## config.mk

```make
export PLATFORM = sky130hd
export DESIGN_NAME = fetch_ctrl
export DESIGN_NICKNAME = d
export VERILOG_FILES = /design/src/rtl/fetch_ctrl.sv
export SDC_FILE = /design/constraint.sdc
export NUM_CORES = 1
export LEC_CHECK = 0
export CAP_MARGIN = 10
export CORE_MARGIN = 3
export CORE_UTILIZATION = 45
export CTS_CLUSTER_DIAMETER = 80
export DETAILED_ROUTE_END_ITERATION = 7
export PLACE_DENSITY = 0.72
export SYNTH_ARGS = -nofsm -noshare
export SYNTH_HDL_FRONTEND = slang
export SYNTH_SLANG_ARGS = --single-unit
```

## constraint.sdc

```tcl
create_clock -name clk -period 17.8 [get_ports clk]
set_clock_uncertainty 0.2 [all_clocks]
set_input_delay 1.78 -clock clk [delete_from_list [all_inputs] [get_ports clk]]
set_output_delay 1.78 -clock clk [all_outputs]
set_load 0.05 [all_outputs]
```

## src/rtl/fetch_ctrl.sv

```systemverilog
// Instruction fetch controller: one outstanding memory request, 2-entry {pc, instr} buffer, redirect flush.
// Optional statistics counters (fetch_count, flush_count) are enabled by defining FETCH_CTRL_STATS_EN.
module fetch_ctrl #(
  parameter logic [31:0] RESET_PC = 32'h0000_0000
) (
  input  logic        clk,
  input  logic        reset,
  output logic        mem_req,
  output logic [31:0] mem_addr,
  input  logic        mem_rvalid,
  input  logic [31:0] mem_rdata,
  input  logic        redirect,
  input  logic [31:0] redirect_target,
  output logic        instr_valid,
  output logic [31:0] instr,
  output logic [31:0] instr_pc,
  input  logic        instr_ready,
  output logic [1:0]  state_dbg
`ifdef FETCH_CTRL_STATS_EN
  ,
  output logic [31:0] fetch_count,
  output logic [31:0] flush_count
`endif
);

  typedef enum logic [1:0] {
    ST_RUN   = 2'd0,
    ST_WAIT  = 2'd1,
    ST_DRAIN = 2'd2
  } state_t;

  state_t      state;
  logic [31:0] fetch_pc;
  logic [31:0] req_pc;
  logic [31:0] fifo_pc    [2];
  logic [31:0] fifo_instr [2];
  logic        rd_ptr;
  logic        wr_ptr;
  logic [1:0]  count;

  logic        push;
  logic        pop;
  logic [1:0]  count_after;
  logic        can_issue;

  // Handshakes: mem_req is a single-cycle pulse with mem_addr valid in that cycle;
  // mem_rvalid/mem_rdata answer the single outstanding request one or more cycles later;
  // the head entry transfers when instr_valid && instr_ready in the same cycle, unless redirect.
  assign push        = (state == ST_WAIT) && mem_rvalid && !redirect;
  assign instr_valid = (count != 2'd0);
  assign pop         = instr_valid && instr_ready && !redirect;
  assign count_after = count + {1'b0, push} - {1'b0, pop};

  // A new request is only allowed when its response is guaranteed a free slot.
  assign can_issue = !reset && !redirect && (count_after <= 2'd1) &&
                     ((state == ST_RUN) || ((state == ST_WAIT) && mem_rvalid));

  assign mem_req   = can_issue;
  assign mem_addr  = can_issue ? fetch_pc : 32'h0;
  assign instr     = instr_valid ? fifo_instr[rd_ptr] : 32'h0;
  assign instr_pc  = instr_valid ? fifo_pc[rd_ptr] : 32'h0;
  assign state_dbg = state;

  always_ff @(posedge clk or posedge reset) begin
    if (reset) begin
      state         <= ST_RUN;
      fetch_pc      <= RESET_PC;
      req_pc        <= 32'h0;
      fifo_pc[0]    <= 32'h0;
      fifo_pc[1]    <= 32'h0;
      fifo_instr[0] <= 32'h0;
      fifo_instr[1] <= 32'h0;
      rd_ptr        <= 1'b0;
      wr_ptr        <= 1'b0;
      count         <= 2'd0;
    end else if (redirect) begin
      fetch_pc <= {redirect_target[31:2], 2'b00};
      count    <= 2'd0;
      rd_ptr   <= 1'b0;
      wr_ptr   <= 1'b0;
      // A response still owed by memory must be swallowed before fetching resumes.
      state    <= ((state != ST_RUN) && !mem_rvalid) ? ST_DRAIN : ST_RUN;
    end else begin
      if (can_issue) begin
        fetch_pc <= fetch_pc + 32'd4;
        req_pc   <= fetch_pc;
      end
      if (push) begin
        fifo_pc[wr_ptr]    <= req_pc;
        fifo_instr[wr_ptr] <= mem_rdata;
        wr_ptr             <= ~wr_ptr;
      end
      if (pop) begin
        rd_ptr <= ~rd_ptr;
      end
      count <= count_after;
      case (state)
        ST_RUN: begin
          if (can_issue) state <= ST_WAIT;
        end
        ST_WAIT: begin
          if (mem_rvalid) state <= can_issue ? ST_WAIT : ST_RUN;
        end
        ST_DRAIN: begin
          if (mem_rvalid) state <= ST_RUN;
        end
        default: state <= ST_RUN;
      endcase
    end
  end

`ifdef FETCH_CTRL_STATS_EN
  always_ff @(posedge clk or posedge reset) begin
    if (reset) begin
      fetch_count <= 32'h0;
      flush_count <= 32'h0;
    end else begin
      if (push)     fetch_count <= fetch_count + 32'd1;
      if (redirect) flush_count <= flush_count + 32'd1;
    end
  end
`endif

endmodule
```

# Word level (Yosys, flattened, before mapping)
# Cells that the tools add are included.
word_totals:
  ff_bits: 198
  inputBits: 69
  out_inout_bits: 100
  wordCells: 76
classes:
  n_addsub: 3
  order_cmp: 4
  n_eq_ne: 5
  n_mux: 27
  n_bitwise: 5
  reduce_logical: 22
op_table:
  columns: ["cell", "count"]
  rows:
  - ["two-way mux 32 bit", 12]
  - ["bitwise mux 64 bit", 2]
  - ["adder 32 x 3 -> 32 bit, second input constant", 1]
  - ["demux 32 bit (select 1 bit)", 1]
  - ["two-way mux 2 bit", 6]
  - ["nonzero test 2 bit", 5]
  - ["logical AND 1 bit", 9]
  - ["inequality test 3 bit, second input constant", 3]
  - ["case mux 2 bit (3 select lines)", 1]
  - ["two-way mux 1 bit", 5]
  - ["greater-or-equal comparator 2 bit, second input constant", 2]
  - ["inverter 1 -> 2 bit", 2]
  - ["AND reduction 2 bit", 2]
  - ["logical NOT 1 bit", 3]
  - ["inverter 1 bit", 3]
  - ["AND reduction 3 bit", 1]
  - ["adder 2 x 1 -> 2 bit", 1]
  - ["equality test 2 x 1 -> 1 bit, second input constant", 1]
  - ["equality test 2 bit, second input constant", 1]
  - ["less-or-equal comparator 2 x 1 -> 1 bit, second input constant", 1]
  - ["logical NOT 2 bit", 1]
  - ["< comparator 2 x 1 -> 1 bit, second input constant", 1]
  - ["subtractor 2 x 1 -> 2 bit", 1]
  - ["logical OR 1 bit", 1]

# Depth between registers and ports, before layout
# Gate-level depths: netlist of run 1.
logic_depth:
  depth_word: 12
  mapped_depth: 15
  mapped_depth_nobuf: 14

# Worst setup path after synthesis of run 1
# No wires, ideal clock.
synth_path:
  kind: "input to output"
  startpoint: "input port redirect"
  endpoint: "output port mem_addr[23]"
  arrival_time_ns: 4.426
  t_required_ns: 15.820
  setup_slack_ns: 11.394
  path_stages: 13
  path_cell_list: "clkbuf_1 > clkbuf_8 > buf_6 > nor2_1 > ha_1 > inv_1 > ha_1 > xor3_2 > nor3_2 > nand2_2 > inv_2 > buf_2 > and2_1"
synth_between:
  elab_chain_len: 8
  word_cells_on_any_way: 10
  cone_classes: "add/sub: 2; order compare: 1; mux: 1; reduce/logical: 6"
synth_rtl:
  columns: ["item", "line", "text"]
  rows:
  - ["from (decl)", "12", "input logic redirect,"]
  - ["logical NOT 1 bit (*)", "49, 51, 55", null]
  - ["logical AND 1 bit", "49", "assign push = (state == ST_WAIT) && mem_rvalid && !redirect;"]
  - ["adder 2 x 1 -> 2 bit", "52", "assign count_after = count + {1'b0, push} - {1'b0, pop};"]
  - ["subtractor 2 x 1 -> 2 bit", "52", null]
  - ["less-or-equal comparator 2 x 1 -> 1 bit", "55", "assign can_issue = !reset && !redirect && (count_after <= 2'd1) &&"]
  - ["logical AND 1 bit (*) (2 in series)", "55", null]
  - ["named net mem_req", "8", "output logic mem_req,"]
  - ["two-way mux 32 bit (*)", "59", "assign mem_addr = can_issue ? fetch_pc : 32'h0;"]
  - ["to (decl)", "9", "output logic [31:0] mem_addr,"]
# Mark *: on every way through the listed nets, which the timed path passes. The rest lies on a longest branch.

# Final worst setup path of run 1
layout_path:
  startpoint: "input port redirect"
  endpoint: "output port mem_addr[6]"
layout_between:
  elab_chain_len: 8
  word_cells_on_any_way: 10
  cone_classes: "add/sub: 2; order compare: 1; mux: 1; reduce/logical: 6"
layout_rtl:
  columns: ["item", "line"]
  rows:
  - ["logical NOT 1 bit (*)", "49, 51, 55"]
  - ["logical AND 1 bit", "49"]
  - ["adder 2 x 1 -> 2 bit", "52"]
  - ["subtractor 2 x 1 -> 2 bit", "52"]
  - ["less-or-equal comparator 2 x 1 -> 1 bit", "55"]
  - ["logical AND 1 bit (*) (2 in series)", "55"]
  - ["two-way mux 32 bit (*)", "59"]
# Mark *: on every way between the ends. The rest lies on a longest branch, timed or not.

==> results of run 1 <==
==> where the power goes <==
part	switching, W	internal (W)
combinational	0.000145	0.000139
clock	0.000169	0.000238
sequential	0.0000584	0.000528
total	0.000372	0.000905
==> synthesized netlist by cell type, drive strengths merged (2+ instances only) <==
cell type	count	share of area
clkbuf	31	0.014
o311ai	5	0.0050
o21bai	2	0.0017
a21o	29	0.025
and4	3	0.0030
o211ai	2	0.0017
or4	2	0.0017
mux2i	65	0.074
dfrtp	190	0.54
nor2b	10	0.0071
xor2	15	0.015
or3	3	0.0021
nand2	45	0.019
and3	5	0.0040
o21ai	24	0.014
nand4	19	0.015
inv	6	0.0025
nand2b	2	0.0014
nand3b	2	0.0017
xnor2	3	0.0030
nand3	16	0.0096
nor2	71	0.031
nor3	4	0.0028
o31ai	2	0.0017
ha	3	0.0042
nor4	3	0.0055
buf	15	0.011
mux2	125	0.16
and2	29	0.021
==> cells by family after synthesis <==
kind of cell	after synthesis	share of synthesized area
flip-flops	190	0.538
buffers and inverters	52	0.0280
other	1	0.000424
XOR/XNOR	19	0.0207
multiplexers	190	0.233
adder cells (fa/ha/maj)	3	0.00424
AND/OR/NAND/NOR	215	0.126
AO/OA/AOI/OAI	67	0.0506
==> flip-flops by register name, summed over array words and instances, names as in the netlist <==
name        cells
rd_ptr          1
state_dbg       2
wr_ptr          1
count           2
fifo_instr     64
fetch_pc       30
req_pc         30
fifo_pc        60
==> routing by layer <==
metal  GRT usage  vias to the layer above  part of all wire
met5           0                        -            0.0013
li1            -                     2863                 -
met2       0.298                      157              0.46
met1       0.255                     3038              0.47
met3      0.0537                       22             0.051
met4      0.0428                        6             0.013
==> final timing paths <==
kind | depth (start not counted) | endpoint
worst min register to register | 1 | req_pc[17]
max in group asynchronous | 3 | state_dbg[0]
worst min-delay path | 1 | req_pc[17]
worst max-delay path | 13 | mem_addr[6]
min in group asynchronous | 2 | count[0]
worst max register to register | 12 | fetch_pc[31]
==> final cells by class <==
class	count	area (um2)
clock buffers	17	425
clock inverters	15	208
fillers	1602	7730
inverters	6	30.0
multi-input cells	498	3870
flip-flops and latches	190	4760
well taps	260	325
repair buffers	169	1670
==> cells in the final DEF, fill, tap and decap left out, types with 17 or more instances in the layout <==
cell	n
dfrtp_1	189
mux2_2	125
o21ai_0	23
mux2i_1	65
nor2_1	67
nand4_1	18
a21o_1	29
clkdlybuf4s50_1	161
and2_1	28
clkbuf_16	17
nand2_1	44
==> stage by stage <==
stage               instances  power [W]  instance area [um2]  utilization
global route             1155    0.00134                11300        0.593
finish                   1155    0.00128                11300        0.593
detailed placement       1123   0.000882                10700        0.560
global placement         1123   0.000874                10700        0.560
floorplan                 740   0.000793                 8860            -
CTS                      1155    0.00129                11300        0.593
==> worst reg2reg max path, delay by kind of cell (launching register included) <==
| kind | cells | cell delay [ps] |
|---|---|---|
| simple gates | 7 | 1910 |
| flops | 1 | 470 |
| buf+inv | 2 | 820 |
| xor+xnor | 1 | 310 |
| fa+ha+maj | 2 | 440 |
==> run_results.csv, run 1 <==
group,metric,value,unit
synth,syn_avg_cell_area,12.0,um2
clock_tree,clk_pin_slew,70,ps
setup_path,timing.rr.start,"state_dbg[1]",
drt,vias_per_cell,5.27,
timing,min_period,8110,ps
setup_path,worstPathArrival,6130,ps
setup_path,crit_fanout,65,
clock_tree,h-tree-depth,4,
setup_path,crit_path_end_kind,"primary output",
clock_tree,ctsHoldBuffers,0,
drt,drtIter0Drc,239,
global_routing,grt_use_total,0.187,
timing,relSlewSlack,0.372,
run_status,outcome,"finished clean",
drt,num_vias,6086,
global_routing,antenna_found_initial,3,
floorplan,core_area,0.0190,mm2
synth,yosys_register_bits,190,
drt,firstDrtPassIters,4,
synth,async_reset_ff_frac,1.00,
clock_tree,numCtsBuffers,17,
timing,fin_tns_setup,0,ps
synth,synth_area,0.00884,mm2
hold_path,min_path_type,"flip-flop to flip-flop",
floorplan,start_util,0.465,
job,maxCapViolCount,0,
global_routing,grt_max_degree,126,
global_routing,gr-total-overflow,0,
synth,synth-edff-count,0,
pwr,pwr_density_cell,113,mW/mm2
finish,final_layout_size_suffix_gt1_frac,0.206,
synth,seq_area_frac_synth,0.538,
floorplan,die_area,0.0214,mm2
timing,whs,297,ps
floorplan,rows,50,
finish,final_net_count,954,
pwr,leakage,4.96,nW
placed_design,place.gp.congestion,0.767,
synth,syn_inst,737,
placed_design,pre_cts_ws,9640,ps
timing,fin_crit_sh,0.456,
setup_path,cp_cell_sequence,"buf_2, buf_4, nor2_1, nand3_1, ha_1, inv_1, ha_1, xor3_2, nor3_2, nand2_2, inv_2, and2_1, clkdlybuf4s50_1",
setup_path,reg2reg_slack,13600,ps
pwr,ir_drop,0.0725,mV
drt,remaining_drc_errors,0,
setup_path,max_stage_delay,820,ps
clock_tree,root_buffer,"clkbuf_16",
placed_design,dp_hpwl,12700,um
finish,syn_to_final_growth,27.6,%
setup_path,crit_family,"buffers and inverters",
floorplan,io_pins,169,
timing,fin_ws,9690,ps
clock_tree,clk_latency,430,ps
drt,antenna_left,0,
clock_tree,clockBufferDepth,2,
clock_tree,cts_tree,"yes",
setup_path,critPathLaunch,"redirect",
clock_tree,clock-sinks,190,
finish,antenna_cells,0,
drt,wl_per_cell,17.0,um
placed_design,io_buffers,162,
timing,setup_viol,0,
global_routing,first_global_vias,6195,
synth,yosys_warnings,0,
timing,fmax,0.123,GHz
floorplan,die_w,146,um
timing,tightest_slew,936,ps
timing,drv_slew,0,
setup_path,path_class,"primary input to primary output",
clock_tree,cts_resized,0,
synth,ys.flop_type,"dfrtp_1",
setup_path,start_kind,"primary input",
floorplan,die_height,146,um
timing,hold_viol,0,
setup_path,cp_data_required_time,15820,ps
hold_path,worstHoldStart,"req_pc[17]",
timing,rsz0062_at_grt,"no",
drt,drt-total-wl,19600,um
synth,synth_cell_types,49,
clock_tree,cts_setup_buffers,0,
setup_path,critical_path_buf_inv_count,5,
setup_path,crit_slowest_cell,"clkdlybuf4s50_1",
setup_path,cpMostUsedCell,"ha_1",
global_routing,grt_first_pass_wirelength,32600,um
(Power assumes the default switching activity.)
==> run 2, diff against run 1 <==
--- a/config.mk
+++ b/config.mk
@@ -10,7 +10,7 @@
 export CORE_UTILIZATION = 45
 export CTS_CLUSTER_DIAMETER = 80
 export DETAILED_ROUTE_END_ITERATION = 7
-export PLACE_DENSITY = 0.72
+export PLACE_DENSITY = 0.74
 export SYNTH_ARGS = -nofsm -noshare
 export SYNTH_HDL_FRONTEND = slang
 export SYNTH_SLANG_ARGS = --single-unit
==> constraint.sdc (replaced) <==
create_clock -name clk -period 7.4 [get_ports clk]
set_clock_uncertainty 0.2 [all_clocks]
set_input_delay 0.74 -clock clk [delete_from_list [all_inputs] [get_ports clk]]
set_output_delay 0.74 -clock clk [all_outputs]
set_load 0.05 [all_outputs]
==> run 2 against run 1 <==
  * Largest cell class unchanged
  * Critical endpoint is now mem_addr[31]
  * Clock power is 120% higher
  * Critical path type unchanged
  * Routed wire length is 1.5% higher
  * Count of clock-buffer cells in the layout grew 1
  * Power up 130%
==> run_results.csv, run 2 (synthesized netlist as in run 1, its figures left out) <==
group,metric,value,unit
finish,largest_register_ffs,64,
job,maxCapViolCount,0,
floorplan,die_height,146,um
setup_path,crit_slowest_cell,"clkdlybuf4s50_1",
pwr,ir_drop,0.166,mV
timing,rsz0062_at_grt,"no",
setup_path,path_class,"primary input to primary output",
setup_path,reg2reg_slack,3200,ps
placed_design,pre_cts_ws,1590,ps
finish,stdcell_count,1154,
finish,seqCellArea,0.00476,mm2
clock_tree,clockBufferDepth,2,
timing,relSlewSlack,0.230,
clock_tree,numCtsBuffers,17,
floorplan,start_util,0.465,
finish,final_net_count,954,
clock_tree,h-tree-depth,4,
finish,finish.instance_area,0.0112,mm2
global_routing,antenna_found_initial,2,
drt,drt-total-wl,19900,um
setup_path,cp_cell_sequence,"clkdlybuf4s50_1, nand3_1, ha_1, inv_1, ha_1, xor3_2, nor3_2, nand2_2, inv_2, and2_1, clkdlybuf4s50_1",
floorplan,rows,50,
clock_tree,ctsHoldBuffers,0,
setup_path,crit_family,"buffers and inverters",
finish,fillers,1605,
pwr,leakage,4.93,nW
timing,setup_viol,0,
finish,syn_to_final_growth,26.9,%
setup_path,cp_data_required_time,6460,ps
timing,min_period,5780,ps
drt,wl_per_cell,17.2,um
timing,drv_slew,0,
global_routing,grt_first_pass_wirelength,33300,um
drt,drtIter0Drc,292,
clock_tree,cts_resized,0,
timing,hold_viol,0,
drt,num_vias,6063,
placed_design,dp_hpwl,12800,um
clock_tree,clk_pin_slew,70,ps
setup_path,critical_path_buf_inv_count,4,
run_status,outcome,"finished clean",
setup_path,max_stage_delay,850,ps
timing,tightest_slew,1160,ps
setup_path,worstPathArrival,4840,ps
pwr,pwr_density_cell,266,mW/mm2
finish,reg_top3,"fifo_instr: 64 flops, fifo_pc: 60 flops",
placed_design,io_buffers,162,
global_routing,grt_max_degree,127,
clock_tree,clk_latency,420,ps
floorplan,die_area,0.0214,mm2
finish,final_cell_mix,"189 x dfrtp_1, 161 x clkdlybuf4s50_1, 125 x mux2_2",
setup_path,crit_path_end_kind,"primary output",
drt,antenna_left,0,
floorplan,core_area,0.0190,mm2
timing,fin_ws,1620,ps
drt,remaining_drc_errors,0,
finish,final_common_cell,"dfrtp_1",
finish,multi_input_area,0.00387,mm2
drt,vias_per_cell,5.25,
timing,fmax,0.173,GHz
clock_tree,clock-sinks,190,
finish,antenna_cells,0,
hold_path,min_path_type,"flip-flop to flip-flop",
placed_design,place.gp.congestion,0.790,
timing,fin_tns_setup,0,ps
timing,whs,295,ps
finish,regMostFlops,"fifo_instr",
clock_tree,cts_setup_buffers,0,
finish,final_layout_size_suffix_gt1_frac,0.205,
placed_design,placed_area,0.0107,mm2
clock_tree,root_buffer,"clkbuf_16",
global_routing,gr-total-overflow,0,
setup_path,start_kind,"primary input",
placed_design,dp_cells,1123,
global_routing,grt_use_total,0.191,
setup_path,crit_fanout,41,
clock_tree,cts_tree,"yes",
floorplan,io_pins,169,
global_routing,first_global_vias,6353,
floorplan,die_w,146,um
timing,fin_crit_sh,0.781,
drt,firstDrtPassIters,4,
run 2: changes by cell type in the layout (fill, tap and decap cells not counted):
cell,before,now
clkinv_2,3,2
clkbuf_8,0,1
clkinvlp_4,2,3
inv_8,3,4
inv_6,4,3
bufinv_16,4,1
clkinv_4,0,1
run 2: area by class of cell:
| type | count | share of cell area |
|---|---|---|
| flip-flops and latches | 190 | 0.424 |
| multi-input cells | 498 | 0.345 |
| well taps | 260 | 0.0290 |
| clock inverters | 13 | 0.0117 |
| clock buffers | 18 | 0.0391 |
| repair buffers | 169 | 0.149 |
| inverters | 6 | 0.00268 |
run 2: report_power, final:
group	leakage, nW	internal (W)	switching [W]	total (W)
logic	2.21	0.000335	0.000351	0.000685
registers	2.44	0.00127	0.000138	0.00141
clock network	0.275	0.000481	0.000413	0.000894
total	4.93	0.00209	0.000902	0.00299
run 2: worst paths after layout:
path | from | to | depth (start not counted)
worst min-delay path | req_pc[11] | req_pc[11] | 1
worst max-delay path | mem_rvalid | mem_addr[31] | 11
worst max register to register | state_dbg[1] | fetch_pc[31] | 12
max in group asynchronous | reset | fetch_pc[23] | 3
worst min register to register | req_pc[11] | req_pc[11] | 1
min in group asynchronous | reset | fifo_pc[2] | 2
run 2: routing by layer:
metal | global-route usage | up-vias | part of all wire
li1 | - | 2867 | -
met1 | 0.260 | 3019 | 0.47
met2 | 0.305 | 152 | 0.47
met3 | 0.0472 | 21 | 0.047
met4 | 0.0546 | 4 | 0.014
met5 | 0 | - | 0.0012
run 2: per-stage QoR:
| stage | utilization | total power (W) |
|---|---|---|
| 2_1_floorplan | - | 0.00191 |
| 3_3_place_gp | 0.560 | 0.00210 |
| 3_5_place_dp | 0.560 | 0.00212 |
| 4_1_cts | 0.590 | 0.00302 |
| 5_1_grt | 0.590 | 0.00315 |
| 6_report | 0.590 | 0.00299 |
